[src/rtl/stopwatch_ctrl.sv]
// stopwatch_ctrl: run/stop/lap/clear stopwatch driving four BCD seven-segment digits (SS.hh).
// Define STOPWATCH_LAP_EN to enable the LAP state, display latch and LAP_LED.
module stopwatch_ctrl #(
   parameter int CLK_HZ  = 25175000,
   parameter int TICK_HZ = 100
) (
   input  logic       MCLK,
   input  logic       RESET_N,
   input  logic       BTN_SS_N,
   input  logic       BTN_LC_N,
   output logic [6:0] DISP1,
   output logic [6:0] DISP2,
   output logic [6:0] DISP3,
   output logic [6:0] DISP4,
   output logic       DISP1_DP,
   output logic       DISP2_DP,
   output logic       DISP3_DP,
   output logic       DISP4_DP,
   output logic       RUN_LED,
   output logic       LAP_LED,
   output logic       WRAP
);
   localparam int DIV = CLK_HZ / TICK_HZ;
   localparam int PW = $clog2(DIV);
   localparam logic [15:0] MAX = 16'h5999;
   typedef enum logic [1:0] {IDLE, RUN, STOP, LAP} state_t;
   state_t state, nxt;
   logic ss_q, lc_q, ss_ev, lc_ev, counting, tick;
   logic [PW-1:0] pre;
   logic [3:0][3:0] cnt, cnt_nxt, src;

   function automatic logic [6:0] seg(input logic [3:0] d);
      case (d)
         4'd0: seg = 7'b1000000;
         4'd1: seg = 7'b1111001;
         4'd2: seg = 7'b0100100;
         4'd3: seg = 7'b0110000;
         4'd4: seg = 7'b0011001;
         4'd5: seg = 7'b0010010;
         4'd6: seg = 7'b0000010;
         4'd7: seg = 7'b1111000;
         4'd8: seg = 7'b0000000;
         4'd9: seg = 7'b0010000;
         default: seg = 7'b1111111;
      endcase
   endfunction

   // SS beats LC when both fall in the same cycle
   always_comb begin
      ss_ev = ss_q & ~BTN_SS_N;
      lc_ev = lc_q & ~BTN_LC_N & ~ss_ev;
      nxt = state;
      case (state)
         IDLE: nxt = ss_ev ? RUN : IDLE;
`ifdef STOPWATCH_LAP_EN
         RUN:  nxt = ss_ev ? STOP : lc_ev ? LAP : RUN;
`else
         RUN:  nxt = ss_ev ? STOP : RUN;
`endif
         LAP:  nxt = ss_ev ? STOP : lc_ev ? RUN : LAP;
         STOP: nxt = ss_ev ? RUN : lc_ev ? IDLE : STOP;
         default: nxt = IDLE;
      endcase
   end

   assign counting = (state == RUN) || (state == LAP);
   assign tick = counting && (pre == PW'(DIV - 1));

   always_comb begin
      cnt_nxt = cnt;
      if (tick) begin
         cnt_nxt[0] = (cnt[0] == 4'd9) ? 4'd0 : cnt[0] + 4'd1;
         if (cnt[0] == 4'd9) begin
            cnt_nxt[1] = (cnt[1] == 4'd9) ? 4'd0 : cnt[1] + 4'd1;
            if (cnt[1] == 4'd9) begin
               cnt_nxt[2] = (cnt[2] == 4'd9) ? 4'd0 : cnt[2] + 4'd1;
               if (cnt[2] == 4'd9)
                  cnt_nxt[3] = (cnt[3] == 4'd5) ? 4'd0 : cnt[3] + 4'd1;
            end
         end
      end
   end

   always_ff @(posedge MCLK or negedge RESET_N) begin
      if (!RESET_N) begin
         state <= IDLE;
         ss_q <= 1'b1;
         lc_q <= 1'b1;
         pre <= '0;
         cnt <= '0;
         WRAP <= 1'b0;
         DISP1 <= 7'b1000000;
         DISP2 <= 7'b1000000;
         DISP3 <= 7'b1000000;
         DISP4 <= 7'b1000000;
      end else begin
         state <= nxt;
         ss_q <= BTN_SS_N;
         lc_q <= BTN_LC_N;
         WRAP <= tick && (cnt == MAX);
         if (nxt == IDLE) begin
            pre <= '0;
            cnt <= '0;
         end else begin
            if (counting)
               pre <= tick ? '0 : pre + PW'(1);
            cnt <= cnt_nxt;
         end
         DISP1 <= seg(src[3]);
         DISP2 <= seg(src[2]);
         DISP3 <= seg(src[1]);
         DISP4 <= seg(src[0]);
      end
   end

`ifdef STOPWATCH_LAP_EN
   logic [3:0][3:0] lat;
   // snapshot includes a tick landing on the same edge
   always_ff @(posedge MCLK or negedge RESET_N) begin
      if (!RESET_N)
         lat <= '0;
      else if (state == RUN && nxt == LAP)
         lat <= cnt_nxt;
   end
   assign src = (state == LAP) ? lat : cnt;
   assign LAP_LED = (state == LAP);
`else
   assign src = cnt;
   assign LAP_LED = 1'b0;
`endif

   assign RUN_LED = counting;
   assign DISP1_DP = 1'b1;
   assign DISP2_DP = 1'b0;
   assign DISP3_DP = 1'b1;
   assign DISP4_DP = 1'b1;
endmodule

[config.mk]
export PLATFORM = sky130hd
export DESIGN_NAME = stopwatch_ctrl
export DESIGN_NICKNAME = d
export VERILOG_FILES = /design/src/rtl/stopwatch_ctrl.sv
export SDC_FILE = /design/constraint.sdc
export NUM_CORES = 1
export LEC_CHECK = 0
export CAP_MARGIN = 20
export CORE_ASPECT_RATIO = 2
export CORE_MARGIN = 10
export CORE_UTILIZATION = 55
export DETAILED_ROUTE_END_ITERATION = 6
export PLACE_DENSITY_LB_ADDON = 0.1
export SLEW_MARGIN = 5
export SYNTH_ARGS = -nofsm -noshare
export SYNTH_HDL_FRONTEND = slang
export SYNTH_SLANG_ARGS = --single-unit
[constraint.sdc]
create_clock -name MCLK -period 2.5 [get_ports MCLK]
set_clock_uncertainty 0.1 [all_clocks]
set_input_delay 0.75 -clock MCLK [delete_from_list [all_inputs] [get_ports MCLK]]
set_output_delay 0.75 -clock MCLK [all_outputs]
set_load 0.01 [all_outputs]
==> Yosys cells after proc, flatten, opt, wreduce, memory -nomap -nowiden <==
Memories as Yosys holds them, arrays and structs flattened. A register that Yosys moved wholly into a read port is not among the register bits.
Index checks and enable logic that the tools add are counted.
{ "classes": {"shift": 0, "n_bitwise": 6, "add_sub_neg": 5, "div": 0, "n_reduce_logical": 17, "magnitude_cmp": 0, "n_mux": 19, "n_eq_ne": 9, "n_mul": 0} }
{ "op_table": {"columns": ["cell", "n"], "rows": [
  ["two-way mux 18 bit", 3],
  ["two-way mux 16 bit", 2],
  ["two-way mux 4 bit", 5],
  ["adder 18 x 1 -> 18 bit, second input constant", 1],
  ["equality test 18 bit, second input constant", 1],
  ["adder 4 x 1 -> 4 bit, second input constant", 4],
  ["equality test 16 x 15 -> 1 bit, second input constant", 1],
  ["equality test 4 bit, second input constant", 3],
  ["two-way mux 12 bit", 1],
  ["two-way mux 2 bit", 5],
  ["nonzero test 2 bit", 5],
  ["two-way mux 8 bit", 1],
  ["one-hot mux 2 bit (4 select lines)", 1],
  ["equality test 2 bit, second input constant", 2],
  ["equality test 4 x 3 -> 1 bit, second input constant", 1],
  ["zero test 1 bit", 4],
  ["zero test 2 bit", 2],
  ["AND reduction 4 bit", 1],
  ["AND 1 bit", 3],
  ["NOT 1 bit", 3],
  ["AND reduction 3 bit", 1],
  ["equality test 2 x 1 -> 1 bit, second input constant", 1],
  ["logical AND 1 bit", 2],
  ["AND reduction 2 bit", 1],
  ["2 further kinds", 2]
]} }
{ "totals": {"romBits": 448, "word_cells": 69, "latch_bits": 0, "inputBits": 4, "reg_bits": 39, "ram_bits": 0, "mem_count": 4} }
{ "memory_table": {"columns": ["memory", "depth", "width", "rd", "rd_ports_with_merged_regs", "wr", "line", "text"], "rows": [
  ["(no name shown)", 16, 7, 1, 1, 0, "33", "case (d)"],
  ["(no name shown)", 16, 7, 1, 1, 0, "33", null],
  ["(no name shown)", 16, 7, 1, 1, 0, "33", null],
  ["(no name shown)", 16, 7, 1, 1, 0, "33", null]
]} }

==> Logic depth before layout (Yosys ltp) <==
Gate-level depths: netlist of the first run.
{ "logic_depth": {"depth_word": 10, "depth_mapped": 8} }

==> Least setup slack after synthesis of the first run <==
OpenSTA, ideal clock, no wires.
{ "synth_timing": {"path_type": "reg2reg", "start": "register cnt[1] (netlist name)", "end": "register cnt[10] (netlist name)", "required_ns": 2.300, "setup_time_ns": 0.100, "setup_slack_ns": 0.302, "stages_incl_launch_ff": 7, "synth_period_minus_slack_ns": 2.198, "arrival_ns": 1.999, "path_buffers": 0, "path_cell_list": "dfrtp_1 -> inv_1 -> ha_1 -> nand3b_1 -> nor4_1 -> a41oi_1 -> a311oi_1"} }
{ "synth_between": {"elab_chain_len": 3} }
{ "synth_rtl": {"columns": ["item", "line", "text"], "rows": [
  ["start: declaration", "30", "logic [3:0][3:0] cnt, cnt_nxt, src;"],
  ["start signal: assignment", "107", "cnt <= cnt_nxt;"],
  ["equality test 4 bit", "73", "if (cnt[0] == 4'd9) begin"],
  ["nonzero test 2 bit (no line)", null, null],
  ["AND reduction 3 bit (no line)", null, null]
]} }
No other way between the ends.
A chain may end at the register's enable or synchronous reset.

==> Final worst setup path of the first run <==
{ "layout_timing": {"start": "input port BTN_LC_N", "end": "register pre[12]"} }
{ "layout_between": {"elab_chain_len": 8} }
{ "layout_rtl": {"columns": ["item", "line", "text"], "rows": [
  ["start: declaration", "10", "input logic BTN_LC_N,"],
  ["NOT 1 bit (*)", "51", "lc_ev = lc_q & ~BTN_LC_N & ~ss_ev;"],
  ["AND 1 bit (*) (2 in a row)", "51", null],
  ["two-way mux 2 bit, on equally long branches (2 in a row)", "61, 60", null],
  ["one-hot mux 2 bit (4 select lines) (*)", "53", "case (state)"],
  ["zero test 2 bit (*)", "101", "if (nxt == IDLE) begin"],
  ["two-way mux 18 bit / nonzero test 2 bit (equally long branches)", null, null],
  ["end signal: assignment", "106", "pre <= tick ? '0 : pre + PW'(1);"],
  ["end: declaration", "29", "logic [PW-1:0] pre;"]
]} }
Mark *: on every way between the ends. The rest lies on a longest branch, timed or not.

==> impl_metrics.ini, run 1 <==
[run_status]
status = complete, no violations

[place]
dp.cells = 521
portBuffers = 33
place_congestion = 0.843
dpl.hpwl_um = 6090

[logic_synthesis]
async_reset_ff_share_pct = 100
yosys_warnings = 0
syn_area_per_cell_um2 = 9.19
seq_area_frac_synth_pct = 46.4
synth_cell_type_count = 51
ys_ff_latch = 67
ys.flop_type = dfrtp_1
synth_edf_count = 0
synth_area_um2 = 3630
synthCells = 395

[timing]
max_freq_mhz = 440
rsz0062_at_grt = false
worst_pin_slew_ps = 746
setup_violations = 0
final_hold_viol_count = 0
fin_hold_ws_ps = 330
period_needed_ps = 2270
final-max-slew-violation-count = 0
post-route-period-util_pct = 90.8
relSlewSlack_pct = 50.3

[grt]
grt_pass1_vias = 3009
grt_pass1_wl_um = 14000
grt_max_degree = 68
antenna_found_initial = 0
grtUsageTotal_pct = 16.6
grt_overflow_total = 0

[critical_path]
cp_max_fo = 12
worstSetupPathType = in2reg
arrival_ps = 2440
ff2ff_path_depth = 5
required_ps = 2670
timing.rr.start = pre[11]
cp-end-kind = register
critPathLaunch = BTN_LC_N
start_kind = input port

[routing]
route.met2.wl_um = 4640
top_layer_used = met4
drt-met1-wl_um = 3060
routed-wl-met3_um = 349
dr.pass1.iters = 5
drt-initial-drc-count = 184
vias = 3018
drc = 0
routed_via_density = 5.62
detail_route.wl_per_cell_um = 15.5
ant_nets = 0
wirelength_um = 8320

[clock_tree]
post_cts_resized = 0
post-cts-setup-buffers = 0
cts_buffer_depth = 2
clockRootBuffer = clkbuf_16
cts_buffers = 9
htreeDepth = 3
cts_num_sinks = 67
cts_tree = yes
insertion_delay_ps = 340
clk_pin_slew_worst_paths_ps = 50
hold_buffers = 0

[cells_and_area]
num_antenna_cells = 0
fin_cells = 537
final_util_pct = 70.2
drive_gt1_share_pct = 12.9
area_growth_pct = 23.1
regArea_um2 = 1680
nNetsFinal = 472
multi_input_area_um2 = 1750
fillers = 519

[pwr]
ir_drop_uv = 590
p_leak_nw = 1.94
finalPower_mw = 2.74
power.density_nw_per_um2 = 614

[flow_run]
maxCapViolCount = 0

[floorplan]
rows = 41
die_w_um = 77.4
fp.dieH_um = 135
initial_core_util_pct = 57.0
die_area_um2 = 10400
coreArea_um2 = 6360
io_pins = 39

[min_path]
min_path_type = in2async
state kept, by name, summed over array words and instances (netlist names):
signal  cells
DISP2       7
state       2
cnt        16
lc_q        1
DISP3       7
DISP1       7
ss_q        1
pre        18
DISP4       7
WRAP        1
placed cells by master (no fill, tap or decap), types with 9 or more instances in the layout:
cell / Yosys / layout
inv_1: 23 / 23
ha_1: 22 / 22
nand4_1: 10 / 10
o21ai_0: 28 / 28
nand2_1: 41 / 41
dfrtp_1: 61 / 61
nand3_1: 10 / 10
nor2_1: 27 / 27
clkdlybuf4s50_1: 0 / 32
a21oi_1: 38 / 38
clkbuf_16: 0 / 9
buf_4: 5 / 26
or3_1: 10 / 10
cells by family (layout without fill, tap and decap cells):
family                   count (synthesis)  after routing  share of synthesized area [%]
AO/OA/AOI/OAI                          100            100                           16.4
XOR/XNOR                                 4              4                          0.966
adder cells (fa/ha/maj)                 22             22                           7.59
buffers and inverters                   47            100                           5.69
flip-flops                              67             67                           46.4
multiplexers                             6              6                           1.66
other                                    2              5                          0.207
AND/OR/NAND/NOR                        147            147                           21.0
final cells by class:
cell class / instances / share of cell area (%)
flip-flops and latches: 67 / 37.7
well taps: 86 / 2.41
multi-input cells: 284 / 39.1
inverters: 23 / 1.93
clock buffers: 11 / 5.66
repair buffers: 61 / 12.5
clock inverters: 5 / 0.616
Yosys cell counts, drive strengths merged (2+ instances only):
master	instances	area [µm²]
inv	23	86.3
dfrtp	61	1530
o21ai	28	140
o211ai	5	37.5
o2111ai	2	17.5
o22ai	2	12.5
nand3b	6	45.0
nand2b	6	37.5
and3	4	25.0
nand4b	2	17.5
o31ai	8	60.1
nand3	10	50.1
or3	10	62.6
dfstp	6	158
clkbuf	14	52.6
nor2b	3	18.8
a31oi	5	31.3
nand4	10	62.6
nand2	41	154
xor2	3	26.3
conb	2	7.51
a311oi	2	17.5
and2	3	18.8
buf	10	67.6
or4	6	48.8
mux2i	6	60.1
nor3	9	50.1
a21oi	38	190
or2	4	25.0
nor2	27	101
ha	22	275
nor4	5	37.5
metrics by stage:
stage | TNS (ps) | instance area (µm²) | setup WS, ps
after floorplan | 0 | 3640 | 302
after CTS | 0 | 4470 | 224
after detailed placement | -307 | 4190 | -119
after global placement | -74.3 | 4190 | -39.6
final | 0 | 4470 | 230
after global routing | 0 | 4470 | 117
final timing paths:
path | endpoint | slack [ps]
worst max-delay path | pre[12] | 230
worst min-delay path | DISP1[0] | 330
worst max register to register | cnt[1] | 240
worst min register to register | pre[17] | 470
max in group asynchronous | ss_q | 1660
min in group MCLK | pre[17] | 470
power breakdown:
part | total (mW) | switching, mW | internal [mW]
logic | 0.396 | 0.237 | 0.158
registers | 1.18 | 0.0513 | 1.12
clock network | 1.17 | 0.457 | 0.716
total | 2.74 | 0.746 | 2.00
worst max-delay path: stages:
cell and delay, ps:
clkdlybuf4s50_1 440, nor2b_1 220, o2111ai_1 190, buf_4 210
or4_1 480, a21oi_1 150
layer usage:
layer	up-vias	global-route usage, %
li1	1492	-
met4	0	10.2
met2	58	30.0
met1	1445	16.1
met5	-	0
met3	23	4.59
Note: power is estimated with default switching activity, not from simulation.
==> run 2: changes to the inputs <==
MAX_ROUTING_LAYER = met4   (was unset)
==> impl_metrics.ini, run 2 (synthesis gave the netlist of run 1 again) <==
[run_status]
status = complete, no violations

[critical_path]
rr_endpoint = cnt[1]
required_ps = 2670
timing.rr.start = pre[11]
ff2ff_path_depth = 5
crit_chain = clkdlybuf4s50_1 > nor2b_1 > o2111ai_1 > buf_4 > or4_1 > a21oi_1
cp-end-kind = register
worstSetupPathType = in2reg
rrSetupSlack_ps = 240
crit_buf_inv = 2
cp_max_fo = 12
start_kind = input port
arrival_ps = 2440
cp_top_family = simple AND/OR/NAND/NOR gates
max_stage_delay_ps = 480
critPathSlowestCell = or4_1

[grt]
grt_max_degree = 68
grtUsageTotal_pct = 17.1
grt_pass1_wl_um = 14100
grt_pass1_vias = 3013
grt_overflow_total = 0
antenna_found_initial = 0

[routing]
drc = 0
wirelength_um = 8330
vias = 2999
routed_via_density = 5.58
ant_nets = 0
detail_route.wl_per_cell_um = 15.5
drt-initial-drc-count = 173
dr.pass1.iters = 5

[flow_run]
maxCapViolCount = 0

[floorplan]
io_pins = 39
initial_core_util_pct = 57.0
die_w_um = 77.4
coreArea_um2 = 6360
fp.dieH_um = 135
die_area_um2 = 10400
rows = 41

[min_path]
min_path_type = in2async

[cells_and_area]
final_util_pct = 70.2
drive_gt1_share_pct = 12.9
nNetsFinal = 472
multi_input_area_um2 = 1750
final_cell_area_um2 = 4470
regArea_um2 = 1680
largest-register = pre
final_common_cell = dfrtp_1
largest_reg_flops = 18
reg_top3 = pre (18), cnt (16)
layout_common_cells = 61 x dfrtp_1, 41 x nand2_1, 38 x a21oi_1
fillers = 519
num_antenna_cells = 0
area_growth_pct = 23.1

[clock_tree]
post-cts-setup-buffers = 0
clk_pin_slew_worst_paths_ps = 50
cts_buffers = 9
post_cts_resized = 0
hold_buffers = 0
cts_buffer_depth = 2
clockRootBuffer = clkbuf_16
htreeDepth = 3
insertion_delay_ps = 340
cts_tree = yes
cts_num_sinks = 67

[place]
dpl.hpwl_um = 6090
place_congestion = 0.856
place_area_um2 = 4190
portBuffers = 33

[timing]
period_needed_ps = 2270
fin_hold_ws_ps = 327
setup_violations = 0
rsz0062_at_grt = false
relSlewSlack_pct = 49.6
final_hold_viol_count = 0
post-route-period-util_pct = 90.9
worst_pin_slew_ps = 755
final-max-slew-violation-count = 0
final.setup.tns_ps = 0
max_freq_mhz = 440

[pwr]
ir_drop_uv = 590
power.density_nw_per_um2 = 614
p_leak_nw = 1.94
finalPower_mw = 2.75
[run 2: cell counts in the layout (fill, tap and decap cells not counted)]
Identical to the previous run, type by type.
[run 2: worst max-delay path by stage]
stage	from	endpoint	slack [ps]	cells after the start
floorplan	cnt[1]	cnt[10]	300	6
global placement	BTN_LC_N	pre[16]	-40	6
detailed placement	BTN_LC_N	pre[12]	-120	6
CTS	pre[11]	cnt[1]	220	5
global route	BTN_LC_N	pre[12]	120	6
finish	BTN_LC_N	pre[12]	230	6
[run 2: layout make-up]
class                   count  share of cell area, %
repair buffers             61                   12.5
flip-flops and latches     67                   37.7
clock inverters             5                  0.616
multi-input cells         284                   39.1
clock buffers              11                   5.66
well taps                  86                   2.41
inverters                  23                   1.93
[run 2: metal layers]
metal	global-route usage [%]	part of all wire, %	up-vias
met5	-	0	-
li1	-	-	1491
met2	29.9	55	54
met4	10.2	3.4	0
met3	4.59	4.3	23
met1	16.3	37	1431
[run 2: through the flow]
stage	setup WS (ps)	std cells
finish	227	537
global route	117	537
CTS	224	537
detailed placement	-119	521
global placement	-39.6	521
floorplan	302	398
[run 2: where the power goes]
part / switching, mW / internal (mW) / total [mW]
clock: 0.459 / 0.716 / 1.18
sequential: 0.0513 / 1.12 / 1.17
combinational: 0.236 / 0.158 / 0.395
[run 2: worst reg2reg max path: stages, from the launching register on]
cell and delay [ps]:
dfrtp_1 390, or4_4 570, or3_1 420, buf_4 200
or3_1 350, a21oi_1 160
==> run 3: changes to the inputs <==
CORE_UTILIZATION = 30   (was 55)
==> impl_metrics.ini, run 3 (synthesis gave the netlist of run 1 again) <==
[run_status]
status = complete, no violations

[critical_path]
ff2ff_path_depth = 5
cp-end-kind = output port
start_kind = register
cp_top_family = buffers and inverters
timing.rr.start = pre[11]
required_ps = 1650
max_stage_delay_ps = 620
worstSetupPathType = reg2out
rrSetupSlack_ps = 210
arrival_ps = 1490
crit_chain = clkdlybuf4s50_1
rr_endpoint = cnt[3]
critPathSlowestCell = clkdlybuf4s50_1
cp_num_cells = 1
crit_buf_inv = 1
cp_max_fo = 11

[timing]
period_needed_ps = 2340
postLayoutSetupSlackWorst_ps = 160
setup_violations = 0
max_freq_mhz = 427
final_hold_viol_count = 0
worst_pin_slew_ps = 522
rsz0062_at_grt = false
relSlewSlack_pct = 64.9
fin_hold_ws_ps = 330
post-route-period-util_pct = 93.6
final.setup.tns_ps = 0
final-max-slew-violation-count = 0

[min_path]
min_path_type = in2async

[pwr]
ir_drop_uv = 402
power.density_nw_per_um2 = 637
p_leak_nw = 1.98

[clock_tree]
post-cts-setup-buffers = 0
clk_pin_slew_worst_paths_ps = 60
cts_buffers = 9
post_cts_resized = 0
cts_buffer_depth = 2
insertion_delay_ps = 330
clockRootBuffer = clkbuf_16
cts_tree = yes
hold_buffers = 0
cts_num_sinks = 67
htreeDepth = 3

[routing]
drc = 0
dr.pass1.iters = 4
detail_route.wl_per_cell_um = 15.3
wirelength_um = 9210
routed_via_density = 4.96
ant_nets = 0
drt-initial-drc-count = 128
vias = 2988

[grt]
antenna_found_initial = 0
grt_pass1_vias = 3172
grt_max_degree = 68
grt_pass1_wl_um = 15700
grt_overflow_total = 0
grtUsageTotal_pct = 11.3

[place]
dpl.hpwl_um = 6970
place_area_um2 = 4290
pre_cts_slack_ps = -90.3
portBuffers = 33
place_congestion = 0.792

[floorplan]
coreArea_um2 = 11800
rows = 56
initial_core_util_pct = 30.8
io_pins = 39
die_w_um = 97.8
fp.dieH_um = 176
die_area_um2 = 17200

[cells_and_area]
largest-register = pre
num_antenna_cells = 0
largest_reg_flops = 18
fillers = 1198
layout_common_cells = 61 x dfrtp_1, 41 x nand2_1, 38 x a21oi_1
area_growth_pct = 27.4
final_common_cell = dfrtp_1
drive_gt1_share_pct = 14.0
reg_top3 = pre (18), cnt (16)
nNetsFinal = 478
final_util_pct = 39.3
final_cell_area_um2 = 4620

[flow_run]
maxCapViolCount = 0
[run 3: per-layer routing]
metal | up-vias | GRT usage (%) | wire [µm] | share of wire, %
met3 | 6 | 2.56 | 332 | 3.6
met1 | 1430 | 10.4 | 3350 | 36
met4 | 0 | 3.65 | 104 | 1.1
li1 | 1508 | - | - | -
met2 | 44 | 22.1 | 5420 | 59
met5 | - | - | 0 | 0
[run 3: layout make-up]
cell class | instances | area [µm²] | area share, %
inverters | 23 | 86.3 | 1.87
clock buffers | 10 | 239 | 5.17
flip-flops and latches | 67 | 1680 | 36.4
well taps | 145 | 181 | 3.93
multi-input cells | 284 | 1750 | 37.8
repair buffers | 67 | 593 | 12.8
clock inverters | 6 | 88.8 | 1.92
[run 3: where the power goes]
part	internal (mW)	switching, mW	total (mW)
clock network	0.900	0.488	1.39
logic	0.146	0.226	0.373
registers	1.12	0.0635	1.19
[run 3: per-stage QoR]
stage | power, mW | instances
4_1_cts | 3.00 | 602
6_report | 2.95 | 602
3_5_place_dp | 1.59 | 586
3_3_place_gp | 1.58 | 586
2_1_floorplan | 1.39 | 398
5_1_grt | 3.11 | 602
[run 3: how the worst max path moves through the flow]
stage | start | endpoint | slack (ps)
floorplan | cnt[1] | cnt[10] | 300
global placement | BTN_LC_N | pre[16] | -50
detailed placement | BTN_LC_N | pre[16] | -90
CTS | state[0] | RUN_LED | 120
global route | cnt[5] | cnt[13] | 40
finish | state[0] | RUN_LED | 160
